$ cat config.mk
export PLATFORM = sky130hd
export DESIGN_NAME = uart_tx_fifo
export DESIGN_NICKNAME = d
export VERILOG_FILES = /design/src/rtl/uart_tx_fifo.sv
export SDC_FILE = /design/constraint.sdc
export NUM_CORES = 1
export LEC_CHECK = 0
export CORE_MARGIN = 2
export CORE_UTILIZATION = 62
export DETAILED_ROUTE_END_ITERATION = 8
export PLACE_DENSITY = 0.84
export SYNTH_ARGS = -nofsm -noshare
export SYNTH_HDL_FRONTEND = slang
export SYNTH_SLANG_ARGS = --single-unit
$ cat constraint.sdc
create_clock -name clk_i -period 4.5 [get_ports clk_i]
set_clock_uncertainty 0.1 [all_clocks]
set_input_delay 1.35 -clock clk_i [delete_from_list [all_inputs] [get_ports clk_i]]
set_output_delay 1.35 -clock clk_i [all_outputs]
set_load 0.01 [all_outputs]
$ cat src/rtl/uart_tx_fifo.sv
// uart_tx_fifo: parametrised UART transmitter with an input FIFO.
//
// Words enter through a valid/ready handshake into a small FIFO. The frame
// engine pops a word, sends start, DATA_W data bits (LSB first), an optional
// parity bit and one or two stop bits. Each bit lasts OVERSAMPLE baud ticks.
// Queued words go out back-to-back. A line break holds the line low between
// frames.
//
// Ports:
//   clk_i         system clock
//   rst_ni        asynchronous active-low reset
//   baud_tick_i   one-cycle pulse at OVERSAMPLE x baud rate
//   parity_en_i   append parity bit (sampled at frame start)
//   parity_odd_i  1 = odd parity, 0 = even (sampled at frame start)
//   stop2_i       two stop bits when 1 (sampled at frame start)
//   break_i       request line break; honoured only between frames
//   s_valid_i     write strobe
//   s_data_i      write data
//   s_ready_o     FIFO can accept a word
//   tx_o          serial line, idle high
//   busy_o        frame in progress or FIFO non-empty
//   fifo_level_o  number of queued words
module uart_tx_fifo #(
  parameter int DATA_W     = 8,
  parameter int OVERSAMPLE = 16,
  parameter int FIFO_DEPTH = 4
) (
  input  logic                          clk_i,
  input  logic                          rst_ni,
  input  logic                          baud_tick_i,
  input  logic                          parity_en_i,
  input  logic                          parity_odd_i,
  input  logic                          stop2_i,
  input  logic                          break_i,
  input  logic                          s_valid_i,
  input  logic [DATA_W-1:0]             s_data_i,
  output logic                          s_ready_o,
  output logic                          tx_o,
  output logic                          busy_o,
  output logic [$clog2(FIFO_DEPTH):0]   fifo_level_o
);

  localparam int PTR_W  = $clog2(FIFO_DEPTH);
  localparam int LVL_W  = PTR_W + 1;
  localparam int TICK_W = $clog2(OVERSAMPLE);
  localparam int BIT_W  = $clog2(DATA_W);

  typedef enum logic [2:0] {IDLE, START, DATA, PARITY, STOP, BREAK} state_t;

  // FIFO storage and pointers
  logic [DATA_W-1:0] mem [FIFO_DEPTH];
  logic [PTR_W-1:0]  wr_ptr;
  logic [PTR_W-1:0]  rd_ptr;
  logic [LVL_W-1:0]  level;
  logic [DATA_W-1:0] head;
  logic              push;
  logic              pop;
  logic              fifo_empty;

  // Frame engine state
  state_t            state;
  logic [TICK_W-1:0] tick_cnt;
  logic [BIT_W-1:0]  bit_cnt;
  logic [DATA_W-1:0] shift;
  logic              par_bit;
  logic              par_en_lat;
  logic              stop2_lat;
  logic              bit_done;
  logic              stop_done;

  assign fifo_empty   = (level == '0);
  assign s_ready_o    = (level != LVL_W'(FIFO_DEPTH));
  // s_ready_o depends only on the registered level, so a full FIFO refuses a
  // push even when the engine pops in the same cycle.
  assign push         = s_valid_i && s_ready_o;
  assign head         = mem[rd_ptr];
  assign fifo_level_o = level;
  assign busy_o       = (state != IDLE) || !fifo_empty;

  assign bit_done  = baud_tick_i && (tick_cnt == TICK_W'(OVERSAMPLE - 1));
  assign stop_done = bit_done && (state == STOP) && (bit_cnt == BIT_W'(stop2_lat));
  // Pop from IDLE, or at the end of the last stop bit for gapless framing.
  // A pending break takes priority over queued data.
  assign pop = !fifo_empty && !break_i && ((state == IDLE) || stop_done);

  always_ff @(posedge clk_i) begin
    if (push) begin
      mem[wr_ptr] <= s_data_i;
    end
  end

  always_ff @(posedge clk_i or negedge rst_ni) begin
    if (!rst_ni) begin
      wr_ptr <= '0;
      rd_ptr <= '0;
      level  <= '0;
    end else begin
      if (push) wr_ptr <= wr_ptr + PTR_W'(1);
      if (pop)  rd_ptr <= rd_ptr + PTR_W'(1);
      case ({push, pop})
        2'b10:   level <= level + LVL_W'(1);
        2'b01:   level <= level - LVL_W'(1);
        default: level <= level;
      endcase
    end
  end

  always_ff @(posedge clk_i or negedge rst_ni) begin
    if (!rst_ni) begin
      state      <= IDLE;
      tx_o       <= 1'b1;
      tick_cnt   <= '0;
      bit_cnt    <= '0;
      shift      <= '0;
      par_bit    <= 1'b0;
      par_en_lat <= 1'b0;
      stop2_lat  <= 1'b0;
    end else begin
      // Ticks only count inside a frame; every bit starts from zero.
      if (state == IDLE || state == BREAK) begin
        tick_cnt <= '0;
      end else if (baud_tick_i) begin
        tick_cnt <= bit_done ? '0 : tick_cnt + TICK_W'(1);
      end

      case (state)
        IDLE: begin
          tx_o <= 1'b1;
          if (break_i) begin
            state <= BREAK;
            tx_o  <= 1'b0;
          end
        end
        START: begin
          if (bit_done) begin
            state   <= DATA;
            tx_o    <= shift[0];
            bit_cnt <= '0;
          end
        end
        DATA: begin
          if (bit_done) begin
            if (bit_cnt == BIT_W'(DATA_W - 1)) begin
              bit_cnt <= '0;
              if (par_en_lat) begin
                state <= PARITY;
                tx_o  <= par_bit;
              end else begin
                state <= STOP;
                tx_o  <= 1'b1;
              end
            end else begin
              bit_cnt <= bit_cnt + BIT_W'(1);
              shift   <= shift >> 1;
              tx_o    <= shift[1];
            end
          end
        end
        PARITY: begin
          if (bit_done) begin
            state   <= STOP;
            tx_o    <= 1'b1;
            bit_cnt <= '0;
          end
        end
        STOP: begin
          if (bit_done) begin
            if (!stop_done) begin
              bit_cnt <= bit_cnt + BIT_W'(1);   // first of two stop bits
            end else if (break_i) begin
              state <= BREAK;
              tx_o  <= 1'b0;
            end else begin
              state <= IDLE;
              tx_o  <= 1'b1;
            end
          end
        end
        BREAK: begin
          if (!break_i) begin
            state <= IDLE;
            tx_o  <= 1'b1;
          end
        end
        default: begin
          state <= IDLE;
          tx_o  <= 1'b1;
        end
      endcase

      // Loading a new frame overrides whatever the case above chose.
      // Configuration is captured here so mid-frame changes wait a frame.
      if (pop) begin
        state      <= START;
        tx_o       <= 1'b0;
        bit_cnt    <= '0;
        shift      <= head;
        par_bit    <= (^head) ^ parity_odd_i;
        par_en_lat <= parity_en_i;
        stop2_lat  <= stop2_i;
      end
    end
  end

endmodule

# Word-level counts from Yosys, hierarchy flattened
# Memories as Yosys holds them, arrays and structs flattened.
# Index checks and enable logic that the tools add are counted.
[totals] reg_bits=29 mem_bits_rw=32 wordCells=106 n_memories=1
[memory_table] memory="mem" depth=4 word_bits=8 rd=1 rd_ports_with_merged_regs=0 wr=1 line="51" text="logic [DATA_W-1:0] mem [FIFO_DEPTH];"
[op_classes] n_addsub=6 eq_ne=22 mux=40 bitwise=1 reduce_logical=25
[op_table] op="$mux W3" count=17
[op_table] op="$mux W8" count=4
[op_table] op="$ne A3 B3 Y1 const B" count=10
[op_table] op="$pmux W3 S6" count=1
[op_table] op="$mux W1" count=12
[op_table] op="$mux W4" count=3
[op_table] op="$eq A3 B3 Y1 const B" count=3
[op_table] op="$pmux W3 S3" count=1
[op_table] op="$reduce_and A8 Y1" count=1
[op_table] op="$reduce_bool A2 Y1" count=4
[op_table] op="$reduce_xor A8 Y1" count=1
[op_table] op="$add A3 B1 Y3 const B" count=2
[op_table] op="$eq A3 B2 Y1 const B" count=2
[op_table] op="$logic_and A1 B1 Y1" count=6
[op_table] op="$logic_not A3 Y1" count=2
[op_table] op="$pmux W1 S6" count=1
[op_table] op="$pmux W3 S2" count=1
[op_table] op="$reduce_and A6 Y1" count=1
[op_table] op="$reduce_and A5 Y1" count=1
[op_table] op="$add A2 B1 Y2 const B" count=2
[op_table] op="$add A4 B1 Y4 const B" count=1
[op_table] op="$eq A4 B4 Y1 const B" count=1
[op_table] op="$reduce_bool A4 Y1" count=1
[op_table] op="$eq A3 B1 Y1" count=1
[op_table] op="12 further kinds" count=15

# Depth between registers and ports, before layout
[logic_depth] ltp_word=8 mapped_depth=12 mapped_depth_nobuf=10

# Least setup slack after synthesis
# Ideal clock, no wire load.
[synth_path] path_kind="input to register" from="input port baud_tick_i" to="register level[2] (netlist: fifo_level_o[2])" arrival_time_ps=3347 required_ps=4321 path_slack_ps=973 cell_stages=11 n_path_buf=2 cell_sequence="and4_1 -> clkbuf_1 -> nand3_1 -> a21oi_2 -> buf_2 -> ha_1 -> inv_1 -> fa_1 -> xor2_1 -> nor2_1 -> xor2_1"
[synth_between] elab_chain_cells=7
[synth_lines] item="start: declaration" line="30" text="input logic baud_tick_i,"
[synth_lines] item="$logic_and A1 B1 Y1 *" line="80" text="assign bit_done = baud_tick_i && (tick_cnt == TICK_W'(OVERSAMPLE - 1));"
[synth_lines] item="$logic_and A1 B1 Y1 * (2 in a row)" line="81" text="assign stop_done = bit_done && (state == STOP) && (bit_cnt == BIT_W'(stop2_lat));"
[synth_lines] item="$logic_or A1 B1 Y1 *" line="84" text="assign pop = !fifo_empty && !break_i && ((state == IDLE) || stop_done);"
[synth_lines] item="$logic_and A1 B1 Y1 *" line="84"
[synth_lines] item="$eq A2 B1 Y1 or $eq A2 B2 Y1 (tied branches)" line="100" text="case ({push, pop})"
[synth_lines] item="$pmux W3 S2 or $reduce_bool A2 Y1 (tied branches)"
[synth_lines] item="end signal: assignment" line="101" text="2'b10: level <= level + LVL_W'(1);"
[synth_lines] item="end signal: assignment" line="102" text="2'b01: level <= level - LVL_W'(1);"
[synth_lines] item="end signal: assignment" line="103" text="default: level <= level;"
[synth_lines] item="end: declaration" line="54" text="logic [LVL_W-1:0] level;"
# Every way passes the cells marked *; elsewhere a longest branch is shown, timed or not.
# A chain may end at the register's enable or synchronous reset.

# Final worst setup path
# Same ends and word-level chain as after synthesis.

==> out/results.md <==
## STA
* **actual slew at the worst max-slew pin** 0.543 ns
* **final-report setup violation count** 0
* **post-route minimum period** 3.58 ns
* **Fmax achieved** 280 MHz
* **crit share post-route** 0.795
* **setup repair after global routing missed its margin** no
* **normalized max-slew margin** 0.638
* **final total negative setup slack** 0 ns
* **number of failing hold endpoints at the final stage** 0
* **Slew Limit Fails** 0

## CTS
* **CTS tree** yes
* **Clock transition at path regs** 0.07 ns
* **H-tree Lvls** 3
* **source-to-sink clock delay at the later pin of the worst-skew pair** 0.34 ns
* **CTS sink cnt** 61
* **cts repair resizes** 0
* **Post-CTS Setup Bufs** 0
* **Num CTS Buffers** 9
* **library cell used as clock root buffer** sky130_fd_sc_hd__clkbuf_8
* **maximum buffer depth of the clock tree** 2
* **number of hold buffers added after CTS** 0

## Floorplan
* **# IOs** 22
* **die boundary width** 72.2 um
* **area of the die** 0.00522 sq mm
* **Die Y** 72.2 um
* **total number of placement rows** 24
* **core area** 0.00441 sq mm
* **Initial Utilization** 0.654

## Yosys
* **synthesized-area fraction occupied by adder cells** 0.0416
* **share of the synthesized area in compound gates (AO/OA/AOI/OAI)** 0.0676
* **Synth Area in XOR/XNOR** 0.0589
* **Mapped Avg Cell Area** 13.4 sq um
* **combinational family with the most area after synthesis** multiplexers
* **synth cell count leaders** sky130_fd_sc_hd__edfxtp_1, sky130_fd_sc_hd__dfrtp_1, sky130_fd_sc_hd__nand2_1
* **proportion of synthesized area in mux cells** 0.126
* **Main synth FF type** sky130_fd_sc_hd__edfxtp_1
* **synthesized area** 0.00289 sq mm
* **leading post-synthesis cells by cell area** sky130_fd_sc_hd__edfxtp_1, sky130_fd_sc_hd__dfrtp_1, sky130_fd_sc_hd__mux4_1, sky130_fd_sc_hd__ha_1, sky130_fd_sc_hd__mux2i_1
* **register bit total from synthesis** 61
* **cell type with the largest total area after synthesis** sky130_fd_sc_hd__edfxtp_1
* **portion of synthesized cell area occupied by the leading cell type** 0.333
* **Warnings, synthesis** 0
* **post-synthesis cell count** 216
* **share of synthesized registers carrying an async set or reset** 0.475
* **library cells used by synthesis** 45
* **Post-Synthesis Net Count** 241
* **portion of the post-synthesis area used by sequential elements** 0.584
* **most frequent cell after synthesis** sky130_fd_sc_hd__edfxtp_1
* **simple-gate portion of the synthesized area** 0.0932
* **number of synthesized flops with an enable pin** 32

## Flow run
* **maximum capacitance violations** 0

## Layout
* **final standard cell area without fillers** 0.00336 sq mm
* **count of nets after finishing** 266
* **multi-input logic area** 0.00112 sq mm
* **number of inserted diodes** 0
* **utilization after layout** 0.760
* **fraction of final layout cells with drive strength greater than 1** 0.130
* **storage element area** 0.00169 sq mm
* **Filler cells** 284
* **post-synthesis to final-layout area growth** 16.2%

## Power
* **pwr/cell area** 686 mW/mm^2
* **total power** 0.00230 W
* **Peak VDD IR** 501 uV
* **leakage component of the power** 1.36 nW

## Worst setup path
* **data required time of the worst path** 4.67 ns
* **launch point of the worst reg-to-reg path** tick_cnt[0]
* **Arrival @ worst endpoint** 3.74 ns
* **Critical Path Source** baud_tick_i
* **crit path max fanout** 6
* **critical path class** in -> reg
* **sort of element at the start of the critical path** input pin
* **Worst setup EP type** register

## Routing
* **wire length after detailed routing** 5190 um
* **via count normalized by instance count** 6.06
* **routed wirelength normalized by instance count** 17.4 um
* **total number of vias** 1805
* **remaining design rule violation count** 0
* **Antenna Nets Post-Route** 0
* **1st-pass router iterations** 4
* **drt initial violations** 162

## GRT
* **number of global-route vias before repair** 1815
* **global-route wire length before repair** 8630 um
* **initial antenna violation count** 0
* **residual overflow from global routing** 0
* **largest net degree at the start of global routing** 30
* **combined global-route utilization of all metal layers** 0.229

## Run status
* **outcome** finished clean

## Placement
* **DP Wirelength** 3480 um
* **total placed instance area** 0.00313 sq mm
* **placer congestion estimate** 0.864
* **total of buffers placed on input and output ports** 21

## Min path
* **hold path start** fifo_level_o[0]
* **kind of path behind the tightest hold check** reg -> reg

-- area by class of cell --
| type | count | share of cell area |
|---|---|---|
| well taps | 52 | 0.0194 |
| flip-flops and latches | 61 | 0.503 |
| clock inverters | 7 | 0.0298 |
| clock buffers | 9 | 0.0369 |
| multi-input cells | 136 | 0.333 |
| inverters | 10 | 0.0112 |
| repair buffers | 23 | 0.0671 |
-- final timing paths --
kind / end / slack [ns] / cells past startpoint
setup / recovery: fifo_level_o[2] / 0.92 / 10
hold / removal: fifo_level_o[0] / 0.42 / 1
setup reg to reg: fifo_level_o[2] / 1.91 / 10
hold reg to reg: fifo_level_o[0] / 0.42 / 1
max in group asynchronous: tx_o / 2.70 / 2
min in group asynchronous: tick_cnt[0] / 1.29 / 2
-- per-stage QoR --
stage	instances	worst slack [ns]	hold slack, ns
2_1_floorplan	216	0.973	0.382
3_3_place_gp	282	0.704	0.394
3_5_place_dp	282	0.585	0.411
4_1_cts	298	0.960	0.424
5_1_grt	298	0.778	0.463
6_report	298	0.924	0.418
-- metal layers --
layer | global-route usage | vias to the layer above | share of wire | routed length (um)
met5 | 0 | - | 0 | 0
li1 | - | 849 | - | -
met3 | 0.0653 | 15 | 0.055 | 284
met4 | 0.119 | 0 | 0.023 | 121
met1 | 0.293 | 884 | 0.42 | 2160
met2 | 0.359 | 57 | 0.51 | 2620
-- power by group --
group          switching (W)  total, W  internal (W)
registers           0.000155  0.000921      0.000766
clock network       0.000228  0.000541      0.000313
logic               0.000399  0.000841      0.000442
-- critical path, stage by stage --
cell,delay [ns]
sky130_fd_sc_hd__clkdlybuf4s50_1,0.60
sky130_fd_sc_hd__and4_1,0.34
sky130_fd_sc_hd__nand3_1,0.16
sky130_fd_sc_hd__a21oi_2,0.22
sky130_fd_sc_hd__ha_1,0.22
sky130_fd_sc_hd__inv_1,0.06
sky130_fd_sc_hd__fa_1,0.37
sky130_fd_sc_hd__xor2_1,0.15
sky130_fd_sc_hd__nor2_1,0.11
sky130_fd_sc_hd__xor2_1,0.16
-- registers in the layout, summed over array words and instances, names as in the netlist --
signal	count
par_bit	1
tx_o	1
state	3
wr_ptr	2
rd_ptr	2
tick_cnt	4
stop2_lat	1
mem	32
fifo_level_o	3
par_en_lat	1
bit_cnt	3
shift	8
-- placed cells by master, fill, tap and decap left out, types with 4 or more instances in the layout --
master and n:
sky130_fd_sc_hd__edfxtp_1 32, sky130_fd_sc_hd__dfrtp_1 28, sky130_fd_sc_hd__clkdlybuf4s50_1 21, sky130_fd_sc_hd__nand2_1 16, sky130_fd_sc_hd__nor2_1 15, sky130_fd_sc_hd__o21ai_0 12
sky130_fd_sc_hd__inv_1 10, sky130_fd_sc_hd__mux2i_1 10, sky130_fd_sc_hd__xnor2_1 9, sky130_fd_sc_hd__clkbuf_8 9, sky130_fd_sc_hd__ha_1 8, sky130_fd_sc_hd__a21oi_1 6
sky130_fd_sc_hd__mux2_2 6, sky130_fd_sc_hd__xor2_1 6, sky130_fd_sc_hd__and3_1 4, sky130_fd_sc_hd__mux4_1 4, sky130_fd_sc_hd__nor2b_1 4, sky130_fd_sc_hd__nor3_1 4
sky130_fd_sc_hd__mux4_2 4
-- kinds of logic (layout without fill, tap and decap cells) --
| family | after synthesis | after routing |
|---|---|---|
| AOI/OAI and AO/OA | 31 | 31 |
| xor gates and xnor gates | 17 | 17 |
| adders and majority gates | 9 | 9 |
| buffers and inverters | 19 | 49 |
| DFF | 61 | 61 |
| muxes | 24 | 24 |
| and+or+nand+nor | 55 | 55 |
No activity file was read; power rests on OpenSTA's default activity.
